$ cat src/rtl/ecc_pkg.sv
// Shared opcodes, FSM encodings, regfile indices and microcode entry format
// for the EC point add/double sequencer.
package ecc_pkg;

  localparam logic [1:0] GF_ADD  = 2'd0;
  localparam logic [1:0] GF_SUB  = 2'd1;
  localparam logic [1:0] GF_MULT = 2'd2;
  localparam logic [1:0] GF_DIV  = 2'd3;

  localparam logic [2:0] ST_IDLE   = 3'd0;
  localparam logic [2:0] ST_CHECK  = 3'd1;
  localparam logic [2:0] ST_ISSUE  = 3'd2;
  localparam logic [2:0] ST_WAIT   = 3'd3;
  localparam logic [2:0] ST_FINISH = 3'd4;

  localparam logic [3:0] RF_X1 = 4'd0;
  localparam logic [3:0] RF_Y1 = 4'd1;
  localparam logic [3:0] RF_X2 = 4'd2;
  localparam logic [3:0] RF_Y2 = 4'd3;
  localparam logic [3:0] RF_A  = 4'd4;
  localparam logic [3:0] RF_T0 = 4'd5;
  localparam logic [3:0] RF_T1 = 4'd6;
  localparam logic [3:0] RF_L  = 4'd7;
  localparam logic [3:0] RF_X3 = 4'd8;
  localparam logic [3:0] RF_Y3 = 4'd9;
  localparam int         RF_N  = 10;

  localparam logic [3:0] ADD_LEN = 4'd9;
  localparam logic [3:0] DBL_LEN = 4'd12;

  typedef struct packed {
    logic [1:0] op;
    logic [3:0] src0;
    logic [3:0] src1;
    logic [3:0] dst;
  } ucode_t;

  // Argument order mirrors the microprogram text: dst = src0 op src1.
  function automatic ucode_t uop(input logic [1:0] op, input logic [3:0] dst,
                                 input logic [3:0] src0, input logic [3:0] src1);
    uop = {op, src0, src1, dst};
  endfunction

endpackage

$ cat src/rtl/ecc_ucode_rom.sv
// Combinational microprogram lookup: (step, mode) -> {op, src0, src1, dst}.
// The doubling table exists only when ECC_DOUBLE_EN is defined.
module ecc_ucode_rom
  import ecc_pkg::*;
(
  input  logic [3:0] step,
  input  logic       dbl,
  output ucode_t     entry
);

  ucode_t add_entry;

  always_comb begin
    add_entry = '0;
    case (step)
      4'd0:    add_entry = uop(GF_SUB,  RF_T0, RF_Y2, RF_Y1);
      4'd1:    add_entry = uop(GF_SUB,  RF_T1, RF_X2, RF_X1);
      4'd2:    add_entry = uop(GF_DIV,  RF_L,  RF_T0, RF_T1);
      4'd3:    add_entry = uop(GF_MULT, RF_T0, RF_L,  RF_L);
      4'd4:    add_entry = uop(GF_SUB,  RF_T0, RF_T0, RF_X1);
      4'd5:    add_entry = uop(GF_SUB,  RF_X3, RF_T0, RF_X2);
      4'd6:    add_entry = uop(GF_SUB,  RF_T1, RF_X1, RF_X3);
      4'd7:    add_entry = uop(GF_MULT, RF_T0, RF_L,  RF_T1);
      4'd8:    add_entry = uop(GF_SUB,  RF_Y3, RF_T0, RF_Y1);
      default: add_entry = '0;
    endcase
  end

`ifdef ECC_DOUBLE_EN
  ucode_t dbl_entry;

  always_comb begin
    dbl_entry = '0;
    case (step)
      4'd0:    dbl_entry = uop(GF_MULT, RF_T0, RF_X1, RF_X1);
      4'd1:    dbl_entry = uop(GF_ADD,  RF_T1, RF_T0, RF_T0);
      4'd2:    dbl_entry = uop(GF_ADD,  RF_T0, RF_T1, RF_T0);
      4'd3:    dbl_entry = uop(GF_ADD,  RF_T0, RF_T0, RF_A);
      4'd4:    dbl_entry = uop(GF_ADD,  RF_T1, RF_Y1, RF_Y1);
      4'd5:    dbl_entry = uop(GF_DIV,  RF_L,  RF_T0, RF_T1);
      4'd6:    dbl_entry = uop(GF_MULT, RF_T0, RF_L,  RF_L);
      4'd7:    dbl_entry = uop(GF_ADD,  RF_T1, RF_X1, RF_X1);
      4'd8:    dbl_entry = uop(GF_SUB,  RF_X3, RF_T0, RF_T1);
      4'd9:    dbl_entry = uop(GF_SUB,  RF_T1, RF_X1, RF_X3);
      4'd10:   dbl_entry = uop(GF_MULT, RF_T0, RF_L,  RF_T1);
      4'd11:   dbl_entry = uop(GF_SUB,  RF_Y3, RF_T0, RF_Y1);
      default: dbl_entry = '0;
    endcase
  end

  assign entry = dbl ? dbl_entry : add_entry;
`else
  logic unused_dbl;
  assign unused_dbl = dbl;
  assign entry      = add_entry;
`endif

endmodule

$ cat src/rtl/ecc_point_seq.sv
// Affine EC point add (and doubling when ECC_DOUBLE_EN is defined) sequencer driving one GFAU
// via a start/done handshake; one op in flight, o_done 1 cycle after the last GFAU result.
module ecc_point_seq
  import ecc_pkg::*;
#(
  parameter int SIZE           = 33,
  parameter int TIMEOUT_CYCLES = 1023
) (
  input  logic            i_clk,
  input  logic            i_rst,
  input  logic            i_start,
  input  logic            i_dbl,
  input  logic [SIZE-1:0] i_x1,
  input  logic [SIZE-1:0] i_y1,
  input  logic [SIZE-1:0] i_x2,
  input  logic [SIZE-1:0] i_y2,
  input  logic [SIZE-1:0] i_a,
  output logic            o_busy,
  output logic            o_done,
  output logic            o_inf,
  output logic            o_err,
  output logic [SIZE-1:0] o_x3,
  output logic [SIZE-1:0] o_y3,
  output logic [1:0]      o_gf_op,
  output logic            o_gf_start,
  output logic [SIZE-1:0] o_gf_in_0,
  output logic [SIZE-1:0] o_gf_in_1,
  input  logic [SIZE-1:0] i_gf_result,
  input  logic            i_gf_done
);

  localparam int CW = $clog2(TIMEOUT_CYCLES + 1);

  logic [2:0]      state;
  logic [3:0]      step;
  logic [CW-1:0]   tmo_cnt;
  logic            dbl_mode;
  logic [SIZE-1:0] rf [RF_N];
  ucode_t          ent;
  logic [3:0]      prog_len;
  logic            last_step;
  logic            gf_act;

  ecc_ucode_rom u_rom (
    .step  (step),
    .dbl   (dbl_mode),
    .entry (ent)
  );

`ifndef ECC_DOUBLE_EN
  logic unused_dbl;
  assign unused_dbl = i_dbl;
`endif

  assign prog_len  = dbl_mode ? DBL_LEN : ADD_LEN;
  assign last_step = (step == prog_len - 4'd1);
  assign gf_act    = (state == ST_ISSUE) || (state == ST_WAIT);

  // Operands come straight from the regfile; nothing they read is written until the op retires.
  assign o_busy     = (state != ST_IDLE);
  assign o_done     = (state == ST_FINISH);
  assign o_gf_start = (state == ST_ISSUE);
  assign o_gf_op    = gf_act ? ent.op         : 2'd0;
  assign o_gf_in_0  = gf_act ? rf[ent.src0]   : '0;
  assign o_gf_in_1  = gf_act ? rf[ent.src1]   : '0;

  always_ff @(posedge i_clk or posedge i_rst) begin
    if (i_rst) begin
      state    <= ST_IDLE;
      step     <= '0;
      tmo_cnt  <= '0;
      dbl_mode <= 1'b0;
      o_inf    <= 1'b0;
      o_err    <= 1'b0;
      o_x3     <= '0;
      o_y3     <= '0;
      for (int i = 0; i < RF_N; i++) rf[i] <= '0;
    end else begin
      case (state)
        ST_IDLE: begin
          if (i_start) begin
            rf[RF_X1] <= i_x1;
            rf[RF_Y1] <= i_y1;
            rf[RF_X2] <= i_x2;
            rf[RF_Y2] <= i_y2;
            rf[RF_A]  <= i_a;
            step      <= '0;
            o_inf     <= 1'b0;
            o_err     <= 1'b0;
`ifdef ECC_DOUBLE_EN
            dbl_mode  <= i_dbl;
`else
            dbl_mode  <= 1'b0;
`endif
            state     <= ST_CHECK;
          end
        end
        ST_CHECK: begin
          if (!dbl_mode && rf[RF_X1] == rf[RF_X2]) begin
            if (rf[RF_Y1] != rf[RF_Y2]) begin
              o_inf <= 1'b1;
              state <= ST_FINISH;
            end else begin
`ifdef ECC_DOUBLE_EN
              // P == Q: fall over to doubling; a zero y doubles to infinity.
              if (rf[RF_Y1] == '0) begin
                o_inf <= 1'b1;
                state <= ST_FINISH;
              end else begin
                dbl_mode <= 1'b1;
                state    <= ST_ISSUE;
              end
`else
              o_inf <= 1'b1;
              o_err <= 1'b1;
              state <= ST_FINISH;
`endif
            end
          end else if (dbl_mode && rf[RF_Y1] == '0) begin
            o_inf <= 1'b1;
            state <= ST_FINISH;
          end else begin
            state <= ST_ISSUE;
          end
        end
        ST_ISSUE: begin
          tmo_cnt <= '0;
          state   <= ST_WAIT;
        end
        ST_WAIT: begin
          if (i_gf_done) begin
            rf[ent.dst] <= i_gf_result;
            step        <= step + 4'd1;
            if (last_step) begin
              o_x3  <= (ent.dst == RF_X3) ? i_gf_result : rf[RF_X3];
              o_y3  <= (ent.dst == RF_Y3) ? i_gf_result : rf[RF_Y3];
              state <= ST_FINISH;
            end else begin
              state <= ST_ISSUE;
            end
          end else if (tmo_cnt == CW'(TIMEOUT_CYCLES - 1)) begin
            o_err <= 1'b1;
            state <= ST_FINISH;
          end else begin
            tmo_cnt <= tmo_cnt + 1'b1;
          end
        end
        ST_FINISH: state <= ST_IDLE;
        default:   state <= ST_IDLE;
      endcase
    end
  end

endmodule

$ cat config.mk
export PLATFORM = sky130hd
export DESIGN_NAME = ecc_point_seq
export DESIGN_NICKNAME = d
export VERILOG_FILES = /design/src/rtl/ecc_pkg.sv /design/src/rtl/ecc_ucode_rom.sv /design/src/rtl/ecc_point_seq.sv
export SDC_FILE = /design/constraint.sdc
export NUM_CORES = 1
export LEC_CHECK = 0
export BUFFER_PORTS_ARGS = -buffer_cell sky130_fd_sc_hd__buf_2
export CAP_MARGIN = 25
export CORE_ASPECT_RATIO = 0.9
export CORE_MARGIN = 2
export CORE_UTILIZATION = 45
export DETAILED_ROUTE_END_ITERATION = 8
export PLACE_DENSITY_LB_ADDON = 0.25
export SLEW_MARGIN = 40
export SYNTH_ARGS = -nofsm -noshare
export SYNTH_HDL_FRONTEND = slang
export SYNTH_SLANG_ARGS = --single-unit
$ cat constraint.sdc
create_clock -name i_clk -period 27.4 [get_ports i_clk]
set_clock_uncertainty 0.1 [all_clocks]
set_input_delay 1.37 -clock i_clk [delete_from_list [all_inputs] [get_ports i_clk]]
set_output_delay 1.37 -clock i_clk [all_outputs]
set_load 0.01 [all_outputs]
## Word-level counts from Yosys, hierarchy flattened

Memories as Yosys holds them, arrays and structs flattened.
Index checks and enable logic that the tools add are counted.

| word-level totals | value |
|---|---|
| memories kept | 1 |
| register bits | 415 |
| ROM bits | 208 |

| cells by class | value |
|---|---|
| order comparisons | 4 |
| reductions and logical operators | 15 |
| equality and inequality tests | 18 |
| muxes and demuxes | 37 |
| $add $sub $neg | 2 |
| bitwise operators | 3 |

Memories:

| memory | words | bits a word | rd ports | clocked after Yosys merged registers in | write ports | line | RTL |
|---|---|---|---|---|---|---|---|
| (no name shown) | 16 | 13 | 1 | 0 | 0 | ecc_ucode_rom.sv:15 | `case (step)` |

Operators by type and width:

| cell | count |
|---|---|
| bitwise mux 330 bit | 1 |
| two-way mux 330 bit | 1 |
| one-hot mux 165 bit (2 select lines) | 1 |
| two-way mux 33 bit | 9 |
| binary-select mux 33 bit (select 4 bit) | 2 |
| two-way mux 165 bit | 1 |
| demux 33 bit (select 4 bit) | 1 |
| equality test 33 bit | 1 |
| != test 33 bit | 1 |
| two-way mux 10 bit | 2 |
| one-hot mux 10 bit (2 select lines) | 1 |
| >= comparator 5 bit (second input constant) | 3 |
| two-way mux 3 bit | 5 |
| inverter 4 -> 5 bit | 3 |
| equality test 4 bit (second input constant) | 3 |
| != test 2 bit (second input constant) | 6 |
| one-hot mux 3 bit (4 select lines) | 1 |
| AND reduction 3 bit | 4 |
| adder 10 x 1 -> 10 bit (second input constant) | 1 |
| equality test 10 bit (second input constant) | 1 |
| two-way mux 4 bit | 2 |
| one-hot mux 4 bit (2 select lines) | 1 |
| equality test 3 x 2 -> 1 bit (second input constant) | 2 |
| two-way mux 1 bit | 6 |
| 16 further kinds | 20 |

## Longest topological paths before layout

Gate-level depths: netlist of run 1.
An unclocked memory read counts as a cell.

| depth | value |
|---|---|
| depth after elaboration | 9 |
| mapped depth | 10 |
| gate-level depth less buffers | 7 |

## Hierarchy

A second synthesis of run 1 with hierarchy kept.

| unflattened totals | value |
|---|---|
| cell total of the unflattened synthesis | 2163 |
| area, all modules | 24418.4 um^2 |

Modules (own cells, without submodules):

| module | instances | sequential area each (um^2) | cells an instance | area each (um^2) |
|---|---|---|---|---|
| ecc_point_seq | 1 | 10385.0 | 2123 | 24153.2 |
| ecc_ucode_rom | 1 | 0.0 | 40 | 265.3 |

## Worst setup path after synthesis of run 1

No wires, ideal clock.

| timing path | value |
|---|---|
| path type | reg-to-output |
| from | register step[0] |
| to | output port o_gf_in_1[23] |
| slack | 23340 ps |
| cell stages (with the launch flop) | 10 |
| arrival | 2590 ps |
| buffers on the path | 2 |
| cell sequence | dfrtp_1 -> inv_1 -> ha_1 -> buf_6 -> or2_4 -> a21oi_1 -> clkbuf_1 -> mux4_2 -> a22oi_1 -> o21ai_0 |

| on the way | value |
|---|---|
| longest elaborated chain between the ends | 6 |

Ends and longest elaborated chain:

| element | line | RTL |
|---|---|---|
| start, declared | ecc_point_seq.sv:35 | `logic [3:0] step;` |
| start signal, assigned | ecc_point_seq.sv:133 | `step <= step + 4'd1;` |
| memory read (16 x 13 bit) | - |  |
| inverter 4 -> 5 bit (not written as such) | ecc_point_seq.sv:65 | `assign o_gf_in_1 = gf_act ? rf[ent.src1] : '0;` |
| binary-select mux 33 bit (select 4 bit) | ecc_point_seq.sv:65 |  |
| two-way mux 33 bit (not written as such) (2 in series) | ecc_point_seq.sv:65 |  |
| two-way mux 33 bit | ecc_point_seq.sv:65 |  |
| end, declared | ecc_point_seq.sv:27 | `output logic [SIZE-1:0] o_gf_in_1,` |

No other way between the ends. The select of a mux whose other input is x is not followed.

## Final worst setup path of run 1

| timing path | value |
|---|---|
| from | register step[1] |
| to | output port o_gf_in_1[32] |

The elaborated chain is that of the path after synthesis.

==> metrics.md, run 1 <==
| Metric | Value |
|---|---|
| Buffers & Inverters on Critical Path | 3 |
| Max capacitance violation total | 0 |
| Sum Neg Setup Slack | 0 ps |
| Vias per cell | 6.32 |
| Syn_area_per_cell | 12.8 um^2 |
| Post-synth EDFFs | 0 |
| Slowest stage delay, CP | 600 ps |
| Detailed-route DRC error count | 0 |
| Initial antenna violation count | 3 |
| Post-synthesis mux area share | 0.323 |
| Worst slew margin | 0.428 |
| Vias in the first global route | 17800 |
| Worst Setup End Kind | output port |
| Via count | ~18000 |
| Crit path cell chain | inv_1, ha_1, or2_4, a21o_4, buf_6, mux4_2, and2_0, a221o_1, buf_2 |
| Crit path max-delay family | buffers and inverters |
| Total power | 0.00359 W |
| Fraction of registers with async set/reset | 1.00 |
| Row count | 78 |
| I/O pin total | 342 |
| Clk pin slew, worst setup/hold paths | 60 ps |
| Slowest cell on the critical path | buf_6 |
| Final hold vios | 0 |
| Register area share after synthesis | 0.447 |
| Length of the first detailed-routing pass in iterations | 6 |
| Fin crit share | 0.216 |
| Antenna Nets Post-Route | 0 |
| Worst slew pin tran | 856 ps |
| Post-Route WL | 77600 um |
| Total Die Area | 0.0533 mm^2 |
| Die span in y | between 200 and 250 um |
| Post-Synth XOR/XNOR Area | 0.0287 |
| Share of cells above drive strength 1 | 0.470 |
| Count leader, synth | dfrtp_1 |
| Post-CTS Setup Inserts | 0 |
| Largest family of logic cells by synthesized area | multiplexers |
| Largest net degree at the start of global routing | 110 |
| Clock buffer depth | 3 |
| First-pass GRT wire length | 115000 um |
| Register bit total from synthesis | 414 |
| Cells after Synth | 1815 |
| Library cells used by synthesis | 62 |
| DR WL/cell | 27.9 um |
| Detail Placement HPWL | between 50000 and 60000 um |
| Mapped Nets | 2027 |
| GP Congestion | 0.902 |
| RSZ-0062 raised after global routing | false |
| # clock sinks | around 410 |
| Hold buffers post-CTS | 0 |
| Post-CTS Resized | 0 |
| F_max | approximately 0.17 GHz |
| Final Critical Period | roughly 6000 ps |
| Status | finished clean |
| CTS Buf Count | 47 |
| Area leader, netlist | dfrtp_1 |
| Power Density | about 130 mW/mm^2 |
| Slew Viols, Final | 0 |
| H-tree depth | 2 |
| 1st-iter DRT viols | roughly 1700 |
| Port Buffers | 340 |
| GRT Residual Overflow | 0 |
| CP Class | reg2out |
| Design area | 0.0270 mm^2 |
| Synth Area in Simple Gates | 0.0513 |
| WP data required | 25930 ps |
| Commonest cells post-synth | 414 x dfrtp_1, 334 x mux2_2, 131 x mux4_2 |
| CP Max Fanout | 43 |
| Total track usage | 0.288 |
| Starting density of the core | 0.458 |
| Synth Cell Area | roughly 0.023 mm^2 |
| Final setup viols | 0 |
| Layout filler cell count | 4323 |
| Leakage dissipation | 12.3 nW |
| Adder-cell share of the synthesized area | 0.00486 |
| CTS tree | built |
| Post-synth top area share | 0.447 |
| Peak VDD IR | 65.9 uV |
| CP Data Arrival Time | 4440 ps |
| Yosys warning total | 0 |
| Crit path launch type | register |
| Clk_lat worst skew | approximately 600 ps |
| CTS root buffer | clkbuf_16 |
| Post-place instance area | 0.0255 mm^2 |
| Commonest register cell after synthesis | dfrtp_1 |
| Synth Area in Compound Gates | 0.107 |
| Most area-consuming cells after synthesis | dfrtp_1 45%, mux2_2 16%, mux4_2 13% |
| Layout Nets | around 2300 |
| Worst min path class | reg2reg |
| Area Growth Syn to Fin | 16.7% |
| CORE AREA | 0.0507 mm^2 |
| Die Wd | roughly 240 um |
| Hold slack | 399 ps |
[layout by cell type (no fill, tap or decap), types with 4 or more instances in the layout]
cell type and instances:
inv_1 7, nor4_1 4, dfrtp_1 413, clkbuf_8 10
clkinv_2 13, buf_2 340, xnor2_1 69, a21oi_4 5
nor2b_1 4, and2_1 4, mux2i_1 33, nor2_1 55
xor2_1 7, a2bb2oi_1 33, nand4_1 20, a22o_1 33
nand2_1 120, nand3_1 7, a21oi_1 40, mux4_2 131
nor3_1 9, mux2_4 29, nand2b_1 9, clkbuf_16 47
a22oi_1 32, a32o_1 66, mux2_2 334, buf_4 32
bufinv_16 4, o21ai_0 91, clkbuf_1 9, o21ai_1 17
ha_1 9
[per-stage QoR]
stage	cells	setup slack, ps	util
CTS	2784	21440	0.534
finish	2785	21490	0.534
global route	2784	21240	0.534
global placement	2691	21830	0.500
detailed placement	2697	22070	0.503
floorplan	1815	14410	-
[flip-flops by register name, summed over array words and instances, names as in the netlist]
| register | cells |
|---|---|
| rf | 329 |
| o_x3 | 33 |
| o_y3 | 33 |
| tmo_cnt | 10 |
| step | 4 |
| state | 3 |
| o_err | 1 |
| o_inf | 1 |
[worst reg2reg max path, cell delays in order (launching register included)]
cell	delay [ps]
dfrtp_1	580
inv_1	140
ha_1	410
nor2b_1	190
o21ai_2	300
o31ai_4	130
a21oi_4	700
buf_4	500
mux2_2	420
[report_power, final]
| part | switching, W | total, W | internal, W |
|---|---|---|---|
| combinational | 0.000975 | 0.00188 | 0.000902 |
| sequential | 0.000222 | 0.00107 | 0.000844 |
| clock | 0.000266 | 0.000648 | 0.000381 |
| total | 0.00146 | 0.00359 | 0.00213 |
[routing by layer]
| layer | GRT usage | routed length [um] |
|---|---|---|
| met2 | 0.447 | 35700 |
| met3 | 0.0637 | 6610 |
| met1 | 0.404 | 33200 |
| met5 | 0.00919 | 31 |
| met4 | 0.0900 | 2080 |
[final cells by class]
type                       instances  area, um^2  area share
timing repair buffer             382        2120      0.0782
inverter                           9        46.3     0.00171
multi-input combinational       1212       12100       0.447
tap                              680         851      0.0315
antenna                            1        2.50   0.0000925
clock buffer                      66        1350      0.0498
sequential                       414       10400       0.383
clock inverter                    21         220     0.00814
[cells by family (layout without fill, tap and decap cells)]
family / Yosys count / after routing
AOI/OAI and AO/OA: 342 / 342
and+or+nand+nor: 258 / 258
muxes: 527 / 527
xor gates and xnor gates: 76 / 76
adders and majority gates: 9 / 9
DFF: 414 / 414
other: 0 / 1
buffers and inverters: 189 / 478
[final timing paths]
kind,end,slack (ps),startpoint,depth (start not counted)
setup reg to reg,rf[322]$_DFFE_PP0P_,23820,step[1]$_DFFE_PP0P_,8
min in group asynchronous,o_y3[30]$_DFFE_PP0P_,740,i_rst,2
hold / removal,o_y3[19]$_DFFE_PP0P_,400,o_y3[19]$_DFFE_PP0P_,1
hold reg to reg,o_y3[19]$_DFFE_PP0P_,400,o_y3[19]$_DFFE_PP0P_,1
setup / recovery,o_gf_in_1[32],21490,step[1]$_DFFE_PP0P_,9
max in group asynchronous,o_x3[12]$_DFFE_PP0P_,25030,i_rst,4
Note: power is estimated with default switching activity, not from simulation.
==> run 2: changes to the inputs <==
==> constraint.sdc (replaced) <==
create_clock -name i_clk -period 5.7 [get_ports i_clk]
set_clock_uncertainty 0.1 [all_clocks]
set_input_delay 0.285 -clock i_clk [delete_from_list [all_inputs] [get_ports i_clk]]
set_output_delay 0.285 -clock i_clk [all_outputs]
set_load 0.01 [all_outputs]
==> run 2 against run 1 <==
  * Flip-flop and latch count did not move
  * Final cell count rose by 6.2%
  * Non-clock buffer count rose by 175
  * Via count rose by 4.2%
  * Design area rose by 6.6%
  * Power rose to 4.8 times the previous value
  * Hold slack got worse by 380 ps
  * Die area did not move
  * Global-route usage rose by 1.1 points
  * Worst setup slack got worse by 20000 ps
  * Highest routed layer unchanged
==> metrics.md, run 2 (synthesized netlist as in run 1, its figures left out) <==
| Metric | Value |
|---|---|
| Status | finished clean (unchanged) |
| # clock sinks | 414 (unchanged) |
| Worst slew pin tran | 862 ps (was 856 ps) |
| CP Class | reg2out (unchanged) |
| Final core utilization | 0.569 (was 0.534) |
| Detailed-route DRC error count | 0 (unchanged) |
| Area Growth Syn to Fin | 24.4% (was 16.7%) |
| Max capacitance violation total | 0 (unchanged) |
| 1st-iter DRT viols | 1681 (was 1735) |
| Final setup viols | 0 (unchanged) |
| I/O pin total | 342 (unchanged) |
| Final Critical Period | approximately 4400 ps |
| Post-Route WL | 80500 um (was 77600 um) |
| Leakage dissipation | 13.0 nW (was 12.3 nW) |
| Vias per cell | 6.20 (was 6.32) |
| Max reg flops | 329 (unchanged) |
| Biggest register | rf (unchanged) |
| Fin crit share | 0.780 |
| Via count | 18300 (was 17600) |
| Fin worst setup slack | 1260 ps (was 21490 ps) |
| Power Density | 603 mW/mm^2 (was 133 mW/mm^2) |
| First-pass GRT wire length | 119000 um (was 115000 um) |
| CP Max Fanout | 28 (was 43) |
| RSZ-0062 raised after global routing | false (unchanged) |
| Row count | 78 (unchanged) |
| Largest regs | rf x329, o_x3 x33, o_y3 x33 (unchanged) |
| CTS root buffer | clkbuf_16 (unchanged) |
| Final hold vios | 0 (unchanged) |
| Clk pin slew, worst setup/hold paths | 60 ps (about the same) |
| DR WL/cell | 27.2 um (was 27.9 um) |
| Die span in y | 219 um (unchanged) |
| CORE AREA | 0.0507 mm^2 (unchanged) |
| Slew Viols, Final | 0 (unchanged) |
| Crit path launch type | register (unchanged) |
| Vias in the first global route | 18700 (was 17800) |
| Port Buffers | 340 (unchanged) |
| Worst Setup End Kind | output port (unchanged) |
| GP Congestion | 0.896 (was 0.902) |
| CP Data Arrival Time | 4060 ps (was 4440 ps) |
| Peak VDD IR | 415 uV (was 65.9 uV) |
| CTS tree | built (unchanged) |
| Detail Placement HPWL | 52700 um (was 52500 um) |
| Clk_lat worst skew | 580 ps (was 600 ps) |
| Total Die Area | 0.0533 mm^2 (unchanged) |
| Layout Nets | 2452 (was 2278) |
| Total track usage | 0.299 (was 0.288) |
| Die Wd | 243 um (unchanged) |
| Length of the first detailed-routing pass in iterations | 5 (was 6) |
| WP data required | 5320 ps (was 25930 ps) |
| Post-route insts no fill | 2958 (was 2785) |
| H-tree depth | 2 (unchanged) |
| GRT Residual Overflow | 0 (unchanged) |
| Place WS | 1720 ps (was 22070 ps) |
| Most frequent cells in the layout | 413 x dfrtp_1, 340 x buf_2, 334 x mux2_2 (unchanged) |
| Starting density of the core | 0.458 (unchanged) |
| Clock buffer depth | 3 (unchanged) |
| CTS Buf Count | 46 (was 47) |
| Share of cells above drive strength 1 | 0.434 (was 0.470) |
| Worst slew margin | 0.423 (was 0.428) |
| Post-CTS Setup Inserts | 0 (unchanged) |
| Initial antenna violation count | 2 (was 3) |
| Worst min path class | in2reg (was reg2reg) |
| Placed insts | 2702 (was 2697) |
| Largest net degree at the start of global routing | 106 (was 110) |
| Commonest non-fill, non-tap cell in the layout | dfrtp_1 (unchanged) |
| Antenna Nets Post-Route | 0 (unchanged) |
| F_max | 0.225 GHz |
## run 2: path summary, 6_finish.rpt
kind / startpoint / end / slack (ps) / cells after the start
max: step[0]$_DFFE_PP0P_ / o_gf_in_1[3] / 1260 / 10
min: i_gf_result[31] / o_y3[31]$_DFFE_PP0P_ / 20 / 2
min reg2reg: o_y3[0]$_DFFE_PP0P_ / o_y3[0]$_DFFE_PP0P_ / 400 / 1
max reg2reg: step[0]$_DFFE_PP0P_ / rf[184]$_DFFE_PP0P_ / 1930 / 9
min in group asynchronous: i_rst / o_y3[29]$_DFFE_PP0P_ / 60 / 3
max in group asynchronous: i_rst / rf[275]$_DFFE_PP0P_ / 3770 / 6
## run 2: through the flow
| step | area, um^2 | setup TNS, ps | power (W) | hold WS, ps |
|---|---|---|---|---|
| finish | 28800 | 0 | 0.0174 | 16.3 |
| global route | 28800 | 0 | 0.0182 | 15.5 |
| CTS | 28800 | 0 | 0.0173 | 0.134 |
| detailed placement | 25500 | 0 | 0.0141 | 112 |
| global placement | 25400 | 0 | 0.0139 | 102 |
| floorplan | 23200 | -110370 | 0.0111 | 352 |
## run 2: power breakdown
group          switching, W  internal (W)  total, W
logic               0.00473       0.00445   0.00918
registers           0.00108       0.00406   0.00513
clock network       0.00125       0.00182   0.00307
## run 2: area by class of cell
| class | instances | area [um^2] |
|---|---|---|
| flip-flops and latches | 414 | 10400 |
| clock inverters | 11 | 111 |
| repair buffers | 557 | 3930 |
| well taps | 680 | 851 |
| diodes | 1 | 2.50 |
| clock buffers | 74 | 1440 |
| fillers | 4100 | 21800 |
| multi-input cells | 1212 | 12100 |
| inverters | 9 | 37.5 |
## run 2: worst max-delay path: stages (launching register included)
cell,delay (ps)
dfrtp_1,550
inv_1,140
ha_1,460
or2_4,210
a21o_4,410
buf_12,270
buf_12,270
mux4_2,540
a22oi_1,280
o21ai_1,140
buf_2,170
## run 2: what timing repair did
action                                 in CTS  in global routing
hold buffers                              169                  0
endpoints found under the hold margin     373                  0
gates resized for setup                     0                  0
## run 2: per-layer routing
layer  part of all wire  vias up  track usage
met5            0.00014        -            0
met4              0.029        2       0.0955
met3              0.096      153       0.0642
met2               0.46      993        0.467
met1               0.41     9464        0.419
li1                   -     7721            -
